<file path="src/rtl/pingpong_tx_scheduler.sv">
`default_nettype none
// ============================================================================
// pingpong_tx_scheduler: ping-pong SPRAM bank control and UART readout sequencer
// Rev 1.0
// ============================================================================
module pingpong_tx_scheduler #(
    parameter int         ADDR_W        = 14,
    parameter int         SENSOR_LEN    = 384,
    parameter int         EOP_PER_FRAME = 8,
    parameter logic [7:0] START_CMD     = 8'hAB,
    parameter logic [7:0] STOP_CMD      = 8'hCD
) (
    input  logic              clk,
    input  logic              rst_n,
    input  logic              cmd_valid,
    input  logic [7:0]        cmd_data,
    input  logic              sens_eop,
    input  logic              sens_wr,
    input  logic              vec_wr,
    output logic [ADDR_W-1:0] sens_addr0,
    output logic [ADDR_W-1:0] sens_addr1,
    output logic              sens_we0,
    output logic              sens_we1,
    output logic [ADDR_W-1:0] vec_addr0,
    output logic [ADDR_W-1:0] vec_addr1,
    output logic              vec_we0,
    output logic              vec_we1,
    input  logic [7:0]        sens_rdata0,
    input  logic [7:0]        sens_rdata1,
    input  logic [7:0]        vec_rdata0,
    input  logic [7:0]        vec_rdata1,
    output logic              tx_start,
    output logic [7:0]        tx_data,
    input  logic              tx_busy,
    output logic              bank_sel,
    output logic              enabled,
    output logic              overrun
);

    localparam int                EOP_W       = (EOP_PER_FRAME > 1) ? $clog2(EOP_PER_FRAME) : 1;
    localparam logic [ADDR_W-1:0] C_ADDR_MAX  = {ADDR_W{1'b1}};
    localparam logic [ADDR_W-1:0] C_SENS_LAST = ADDR_W'(SENSOR_LEN - 1);
    localparam logic [EOP_W-1:0]  C_EOP_LAST  = EOP_W'(EOP_PER_FRAME - 1);

    typedef enum logic [2:0] {
        S_IDLE  = 3'd0,
        S_ADDR  = 3'd1,
        S_LATCH = 3'd2,
        S_START = 3'd3,
        S_DRAIN = 3'd4
    } state_t;

    state_t            state_q, state_d;
    logic              sec_q, sec_d;
    logic [ADDR_W-1:0] rd_addr_q, rd_addr_d;
    logic              bank_sel_q, bank_sel_d;
    logic              enabled_q, enabled_d;
    logic              overrun_q, overrun_d;
    logic [ADDR_W-1:0] sens_cnt_q, sens_cnt_d;
    logic [ADDR_W-1:0] vec_cnt_q, vec_cnt_d;
    logic [EOP_W-1:0]  eop_cnt_q, eop_cnt_d;
    logic [ADDR_W-1:0] vec_len_q, vec_len_d;
    logic              tx_start_q, tx_start_d;
    logic [7:0]        tx_data_q, tx_data_d;

    logic              w_swap;
    logic              w_sens_acc;
    logic              w_vec_acc;
    logic [7:0]        w_rd_byte;

    assign w_swap     = sens_eop && (eop_cnt_q == C_EOP_LAST);
    assign w_sens_acc = sens_wr && (sens_cnt_q != C_ADDR_MAX);
    assign w_vec_acc  = vec_wr && (vec_cnt_q != C_ADDR_MAX);
    assign w_rd_byte  = sec_q ? (bank_sel_q ? vec_rdata0 : vec_rdata1)
                              : (bank_sel_q ? sens_rdata0 : sens_rdata1);

    // bank_sel=0: bank 0 is the write bank, bank 1 is the read bank
    assign sens_we0   = rst_n && !bank_sel_q && w_sens_acc;
    assign sens_we1   = rst_n &&  bank_sel_q && w_sens_acc;
    assign vec_we0    = rst_n && !bank_sel_q && w_vec_acc;
    assign vec_we1    = rst_n &&  bank_sel_q && w_vec_acc;
    assign sens_addr0 = bank_sel_q ? rd_addr_q : sens_cnt_q;
    assign sens_addr1 = bank_sel_q ? sens_cnt_q : rd_addr_q;
    assign vec_addr0  = bank_sel_q ? rd_addr_q : vec_cnt_q;
    assign vec_addr1  = bank_sel_q ? vec_cnt_q : rd_addr_q;

    assign tx_start   = tx_start_q;
    assign tx_data    = tx_data_q;
    assign bank_sel   = bank_sel_q;
    assign enabled    = enabled_q;
    assign overrun    = overrun_q;

    always_comb begin
        enabled_d  = enabled_q;
        overrun_d  = overrun_q;
        bank_sel_d = bank_sel_q;
        vec_len_d  = vec_len_q;
        sens_cnt_d = sens_cnt_q + ADDR_W'(w_sens_acc);
        vec_cnt_d  = vec_cnt_q + ADDR_W'(w_vec_acc);
        eop_cnt_d  = eop_cnt_q + EOP_W'(sens_eop);
        state_d    = state_q;
        sec_d      = sec_q;
        rd_addr_d  = rd_addr_q;
        tx_start_d = tx_start_q;
        tx_data_d  = tx_data_q;

        if (cmd_valid && (cmd_data == START_CMD)) begin
            enabled_d = 1'b1;
            overrun_d = 1'b0;
        end else if (cmd_valid && (cmd_data == STOP_CMD)) begin
            enabled_d = 1'b0;
        end

        if (w_swap) begin
            bank_sel_d = ~bank_sel_q;
            vec_len_d  = vec_cnt_d;
            sens_cnt_d = '0;
            vec_cnt_d  = '0;
            eop_cnt_d  = '0;
        end

        case (state_q)
            S_IDLE: begin
                if (w_swap && enabled_d) begin
                    state_d   = S_ADDR;
                    sec_d     = 1'b0;
                    rd_addr_d = '0;
                end
            end
            // A byte abandoned by a swap may still be on the wire; let it finish.
            S_ADDR: begin
                if (!tx_busy) state_d = S_LATCH;
            end
            S_LATCH: begin
                tx_data_d  = w_rd_byte;
                tx_start_d = 1'b1;
                state_d    = S_START;
            end
            S_START: begin
                if (tx_busy) begin
                    tx_start_d = 1'b0;
                    state_d    = S_DRAIN;
                end
            end
            S_DRAIN: begin
                if (!tx_busy) begin
                    if (!enabled_q) begin
                        state_d = S_IDLE;
                    end else if (!sec_q) begin
                        if (rd_addr_q == C_SENS_LAST) begin
                            sec_d     = 1'b1;
                            rd_addr_d = '0;
                            state_d   = (vec_len_q == '0) ? S_IDLE : S_ADDR;
                        end else begin
                            rd_addr_d = rd_addr_q + ADDR_W'(1);
                            state_d   = S_ADDR;
                        end
                    end else begin
                        if (rd_addr_q == vec_len_q - ADDR_W'(1)) begin
                            state_d = S_IDLE;
                        end else begin
                            rd_addr_d = rd_addr_q + ADDR_W'(1);
                            state_d   = S_ADDR;
                        end
                    end
                end
            end
            default: state_d = S_IDLE;
        endcase

        if (w_swap && (state_q != S_IDLE)) begin
            overrun_d  = 1'b1;
            tx_start_d = 1'b0;
            sec_d      = 1'b0;
            rd_addr_d  = '0;
            state_d    = enabled_d ? S_ADDR : S_IDLE;
        end
    end

    always_ff @(posedge clk or negedge rst_n) begin
        if (!rst_n) begin
            state_q    <= S_IDLE;
            sec_q      <= 1'b0;
            rd_addr_q  <= '0;
            bank_sel_q <= 1'b0;
            enabled_q  <= 1'b0;
            overrun_q  <= 1'b0;
            sens_cnt_q <= '0;
            vec_cnt_q  <= '0;
            eop_cnt_q  <= '0;
            vec_len_q  <= '0;
            tx_start_q <= 1'b0;
            tx_data_q  <= 8'h00;
        end else begin
            state_q    <= state_d;
            sec_q      <= sec_d;
            rd_addr_q  <= rd_addr_d;
            bank_sel_q <= bank_sel_d;
            enabled_q  <= enabled_d;
            overrun_q  <= overrun_d;
            sens_cnt_q <= sens_cnt_d;
            vec_cnt_q  <= vec_cnt_d;
            eop_cnt_q  <= eop_cnt_d;
            vec_len_q  <= vec_len_d;
            tx_start_q <= tx_start_d;
            tx_data_q  <= tx_data_d;
        end
    end

endmodule
`default_nettype wire
</file>
<file path="config.mk">
export PLATFORM = sky130hd
export DESIGN_NAME = pingpong_tx_scheduler
export DESIGN_NICKNAME = d
export VERILOG_FILES = /design/src/rtl/pingpong_tx_scheduler.sv
export SDC_FILE = /design/constraint.sdc
export NUM_CORES = 1
export LEC_CHECK = 0
export CAP_MARGIN = 20
export CORE_MARGIN = 3
export CORE_UTILIZATION = 25
export DETAILED_ROUTE_END_ITERATION = 12
export GPL_ROUTABILITY_DRIVEN = 0
export PLACE_DENSITY = 0.44
export SLEW_MARGIN = 20
export SYNTH_ARGS = -nofsm -noshare
export SYNTH_HDL_FRONTEND = slang
export SYNTH_SLANG_ARGS = --single-unit
</file>
<file path="constraint.sdc">
create_clock -name clk -period 3.1 [get_ports clk]
set_input_delay 0.62 -clock clk [delete_from_list [all_inputs] [get_ports clk]]
set_output_delay 0.62 -clock clk [all_outputs]
set_load 0.05 [all_outputs]
</file>
; Yosys cells after proc, flatten, opt, wreduce, memory -nomap -nowiden
; Index checks and enable logic that the tools add are counted.
[word_totals]
regBits = 75
wordCells = 103
output_inout_bits = 72
[classes]
n_eq_ne = 17
n_mux = 44
reduce_logical = 24
bitwise_logic = 1
n_addsub = 5
[op_table]
columns = operator, n
row1 = 14-bit 2-to-1 mux, 13
row2 = 14-bit by 1-bit adder with 14-bit output, 2
row3 = 14-bit inequality test (second input constant), 2
row4 = 14-bit one-hot mux with 2 select lines, 1
row5 = 3-bit 2-to-1 mux, 8
row6 = 8-bit 2-to-1 mux, 3
row7 = 8-bit equality test (second input constant), 2
row8 = 1-bit 2-to-1 mux, 16
row9 = 3-bit inequality test (second input constant), 5
row10 = 3-bit one-hot mux with 5 select lines, 1
row11 = 14-bit by 1-bit adder with 14-bit output (second input constant), 1
row12 = 14-bit equality test, 1
row13 = 14-bit by 9-bit equality test with 1-bit output (second input constant), 1
row14 = 14-bit zero test, 1
row15 = 14-bit by 1-bit subtractor with 14-bit output (second input constant), 1
row16 = 1-bit logical AND, 13
row17 = 3-bit nonzero test, 3
row18 = 4-bit AND reduction, 2
row19 = 3-bit by 2-bit equality test with 1-bit output (second input constant), 2
row20 = 3-bit equality test (second input constant), 2
row21 = 5-bit AND reduction, 1
row22 = 4-bit inequality test (second input constant), 1
row23 = 1-bit one-hot mux with 2 select lines, 2
row24 = 3-bit by 1-bit adder with 3-bit output, 1
row25 = other kinds (6), 6

; Logic depth before layout (Yosys ltp)
[depth]
word_depth = 8
ltp_mapped = 12

; Worst setup path after synthesis
; OpenSTA, ideal clock, no wires.
[synth_path]
kind = reg-to-output
startpoint = register bank_sel_q, in the netlist bank_sel
endpoint = output port vec_addr0[11]
t_arrival_ps = 2564
n_path_buf = 4
setup_slack_ps = -84
required_time_ps = 2480
stages_incl_launch_ff = 6
cell_sequence = dfrtp_1 -> clkbuf_1 -> clkbuf_1 -> clkbuf_1 -> clkbuf_1 -> o21ai_0
[synth_via]
elab_chain_len = 1
[synth_rtl]
columns = item, line
row1 = start: declaration, 56  ; logic bank_sel_q, bank_sel_d;
row2 = start signal: assignment, 198  ; bank_sel_q <= bank_sel_d;
row3 = 14-bit 2-to-1 mux, 84  ; assign vec_addr0 = bank_sel_q ? rd_addr_q : vec_cnt_q;
row4 = end: declaration, 24  ; output logic [ADDR_W-1:0] vec_addr0,
; No other way between the ends.

; Worst setup path in the final report
[layout_path]
startpoint = register bank_sel_q, in the netlist bank_sel
endpoint = output port sens_addr0[4]
[layout_via]
elab_chain_len = 1
[layout_rtl]
columns = item, line
row1 = 14-bit 2-to-1 mux, 82  ; assign sens_addr0 = bank_sel_q ? rd_addr_q : sens_cnt_q;
row2 = end: declaration, 20  ; output logic [ADDR_W-1:0] sens_addr0,
; No other way between the ends.

==> impl_metrics.json <==
{
  "postCtsSetupBuffers": 0,
  "grt_util_all_layers_pct": 15.6,
  "timing.final.crit_period_ns": 2.84,
  "cap_viol_max_count": 0,
  "standard_cell_core_area_sq_mm": 0.0190,
  "fillers": 2031,
  "maxSlewViolCount": 0,
  "die-height_um": 146,
  "critical_path.cell_chain": "buf_4 > nand2_1 > o21ai_0 > clkdlybuf4s50_1",
  "die_w_um": 146,
  "antennaDiodeCount": 0,
  "max_stage_delay_ns": 0.85,
  "worst_ep_required_time_ns": 2.48,
  "min_period_over_period_pct": 91.5,
  "drc": 0,
  "antenna_left": 0,
  "postCtsHoldBufs": 0,
  "crit_path_max_fanout": 19,
  "drt_wl_total_um": 16600,
  "clock_sink_count": 75,
  "final_core_util_pct": 35.3,
  "design_area_sq_mm": 0.00672,
  "r2r_setup_slack_ns": 0.35,
  "synthToLayoutAreaGrowth_pct": 36.9,
  "synth.ff_latch_count": 75,
  "tritoncts": "yes",
  "wire_per_inst_um": 17.1,
  "synth_enable_flop_cells": 0,
  "postSynthNetCount": 650,
  "leakagePower_nw": 2.84,
  "synthDistinctLibCells": 57,
  "finalNetCount": 757,
  "vias_per_cell": 4.72,
  "grt_max_degree": 52,
  "power_per_cell_area_mw_per_mm2": 962,
  "final-hold-violation-count": 0,
  "syn_area_sq_mm": 0.00491,
  "worstMarginPinSlew_ns": 0.719,
  "grt_antenna_before_repair": 0,
  "startpoint_to_endpoint_class_of_the_critical_path": "flip-flop to primary output",
  "numPlacedInstances": 951,
  "initialDrtViolationCount": 264,
  "portBuffers": 118,
  "status": "finished, final reports clean",
  "first_global_vias": 4674,
  "ir_drop_v": 0.000579,
  "vias": 4563,
  "clk_latency_ns": 0.34,
  "row_count": 50,
  "hold_ws_ns": 0.0920,
  "slew-limit-headroom_pct": 52.0,
  "boundaryPins": 119,
  "post_cts_resize_count": 0,
  "clk_slew_on_worst_s_h_paths_ns": 0.06,
  "cp_data_arrival_time_ns": 2.22,
  "placement_stage_cell_area_sq_mm": 0.00639,
  "timing.hold.worst.class": "input port to async pin",
  "sequential_cell_area_sq_mm": 0.00188,
  "pwr-share-clk_pct": 18.1,
  "final_layout_size_suffix_gt1_share_pct": 10.6,
  "power_switching_share_pct": 48.1,
  "p_int_mw": 3.35,
  "end_kind": "primary output",
  "timing.critical_path.slowest_stage_cell": "sky130_fd_sc_hd__clkdlybuf4s50_1",
  "postSynthAreaPerCell_sq_um": 8.25,
  "floorplan.initialDensity_pct": 25.8,
  "area_occupied_by_multi_input_gates_sq_mm": 0.00272,
  "grt.overflow.total": 0,
  "non_filler_cells_in_the_finished_layout": 967,
  "synthArstFlopShare_pct": 100,
  "cts.root.buffer_cell": "sky130_fd_sc_hd__clkbuf_16",
  "yosysWarningCount": 0,
  "tot_pwr_mw": 6.47,
  "cts_max_path_buffers": 2,
  "grt_pass1_wl_um": 26500,
  "combPwrFrac_pct": 55.1,
  "finalSetupViolations": 0,
  "timing.critical_path.from_type": "flip-flop",
  "unrepaired_setup_endpoints_after_global_routing": "false",
  "seq_power_share_pct": 26.8,
  "cts_inserted_buffers": 9,
  "cts_htree_levels": 3,
  "drtPass1Iterations": 5,
  "postSynth.topFlopCell": "sky130_fd_sc_hd__dfrtp_1",
  "seq_total_area_yosys_pct": 38.2,
  "die_footprint_sq_mm": 0.0214,
  "p_sw_mw": 3.11,
  "netlist_instances": 595,
  "finalClockSkew_ns": 0.00746,
  "clock.fmax_mhz": 353,
  "dpl_hpwl_um": 12600
}
-- final cells by class --
cell class,count,share of cell area [%]
Inverter,41,2.29
Clock buffer,11,3.61
Timing Repair Buffer,137,19.6
Clock inverter,5,1.27
Multi-Input combinational cell,438,40.5
Sequential cell,75,27.9
Tap cell,260,4.84
-- per-layer routing --
metal / up-vias / part of all wire [%] / track usage, %
met2: 147 / 43 / 23.5
met1: 2135 / 47 / 21.5
li1: 2255 / - / -
met5: - / 0 / 0
met4: 0 / 2.4 / 5.50
met3: 26 / 7.1 / 4.28
-- cell families (layout without fill, tap and decap cells) --
group	count (synthesis)	in the layout	synth area share, %
simple gates	278	278	27.7
compound gates	95	95	12.7
fa+ha+maj	8	8	2.04
mux	18	18	5.94
buf+inv	82	194	6.50
xor+xnor	39	39	6.96
flops	75	75	38.2
-- registers in the layout, summed over array words and instances (netlist names) --
| name | cells |
|---|---|
| vec_len_q | 14 |
| overrun | 1 |
| sens_cnt_q | 14 |
| sec_q | 1 |
| tx_start | 1 |
| bank_sel | 1 |
| eop_cnt_q | 3 |
| rd_addr_q | 14 |
| vec_cnt_q | 14 |
| tx_data | 8 |
| state_q | 3 |
| enabled | 1 |
-- worst paths after layout --
kind                            cells past startpoint         start            end
worst max-delay path                                4      bank_sel  sens_addr0[4]
worst min-delay path                                1         rst_n   vec_cnt_q[0]
worst max register to register                      8  vec_len_q[3]   rd_addr_q[6]
worst min register to register                      1       overrun        overrun
max in group asynchronous                           2         rst_n   rd_addr_q[8]
min in group clk                                    1       overrun        overrun
-- critical path, delay by kind of cell, from the launching register on --
family                 cells  cell delay [ns]
buffers and inverters      2             1.12
flip-flops                 1             0.53
AO/OA/AOI/OAI              1             0.12
AND/OR/NAND/NOR            1             0.10
-- cells in the final DEF, fill, tap and decap left out, types with 16 or more instances in the layout --
master	count
sky130_fd_sc_hd__buf_4	26
sky130_fd_sc_hd__clkdlybuf4s50_1	110
sky130_fd_sc_hd__dfrtp_1	74
sky130_fd_sc_hd__inv_1	41
sky130_fd_sc_hd__nand2_1	111
sky130_fd_sc_hd__nand3_1	25
sky130_fd_sc_hd__nand4_1	16
sky130_fd_sc_hd__nor2_1	51
sky130_fd_sc_hd__o21ai_0	50
sky130_fd_sc_hd__xnor2_1	31
-- synthesized netlist by cell type (3+ instances only) --
library cell / instances / area, sq um
sky130_fd_sc_hd__a22o_1: 3 / 26.3
sky130_fd_sc_hd__nor4_1: 6 / 37.5
sky130_fd_sc_hd__or3_1: 4 / 25.0
sky130_fd_sc_hd__nand3_1: 25 / 125
sky130_fd_sc_hd__mux2_2: 9 / 101
sky130_fd_sc_hd__dfrtp_1: 75 / 1880
sky130_fd_sc_hd__nor4b_1: 3 / 26.3
sky130_fd_sc_hd__nand2b_1: 15 / 93.8
sky130_fd_sc_hd__nand4_1: 16 / 100
sky130_fd_sc_hd__nor2_1: 51 / 191
sky130_fd_sc_hd__a21o_1: 3 / 22.5
sky130_fd_sc_hd__and3_1: 11 / 68.8
sky130_fd_sc_hd__xor2_1: 8 / 70.1
sky130_fd_sc_hd__mux4_2: 8 / 180
sky130_fd_sc_hd__clkbuf_1: 36 / 135
sky130_fd_sc_hd__nand2_1: 111 / 417
sky130_fd_sc_hd__o21ai_0: 50 / 250
sky130_fd_sc_hd__inv_1: 41 / 154
sky130_fd_sc_hd__a221o_1: 8 / 80.1
sky130_fd_sc_hd__buf_2: 3 / 15.0
sky130_fd_sc_hd__nor3_1: 7 / 35.0
sky130_fd_sc_hd__and2_1: 6 / 37.5
sky130_fd_sc_hd__nor4_2: 3 / 37.5
sky130_fd_sc_hd__ha_1: 8 / 100
sky130_fd_sc_hd__xnor2_1: 31 / 272
sky130_fd_sc_hd__nor2b_1: 3 / 18.8
sky130_fd_sc_hd__nor3b_1: 4 / 30.0
sky130_fd_sc_hd__a21oi_1: 7 / 35.0
sky130_fd_sc_hd__or2_2: 5 / 31.3
-- per-stage QoR --
stage / setup WS, ns / TNS [ns]
floorplan: -0.0838 / -0.168
global placement: 0.296 / 0
detailed placement: 0.230 / 0
CTS: 0.0834 / 0
global route: 0.101 / 0
finish: 0.265 / 0
-- power groups by stage --
stage,clock network (mW),logic [mW],registers [mW]
after floorplan,0,2.31,1.78
after global placement,0,3.56,1.73
after detailed placement,0,3.57,1.75
after CTS,1.20,3.60,1.73
after global routing,1.24,3.86,1.79
final,1.17,3.56,1.73
Power figures use the tool's default switching activity.
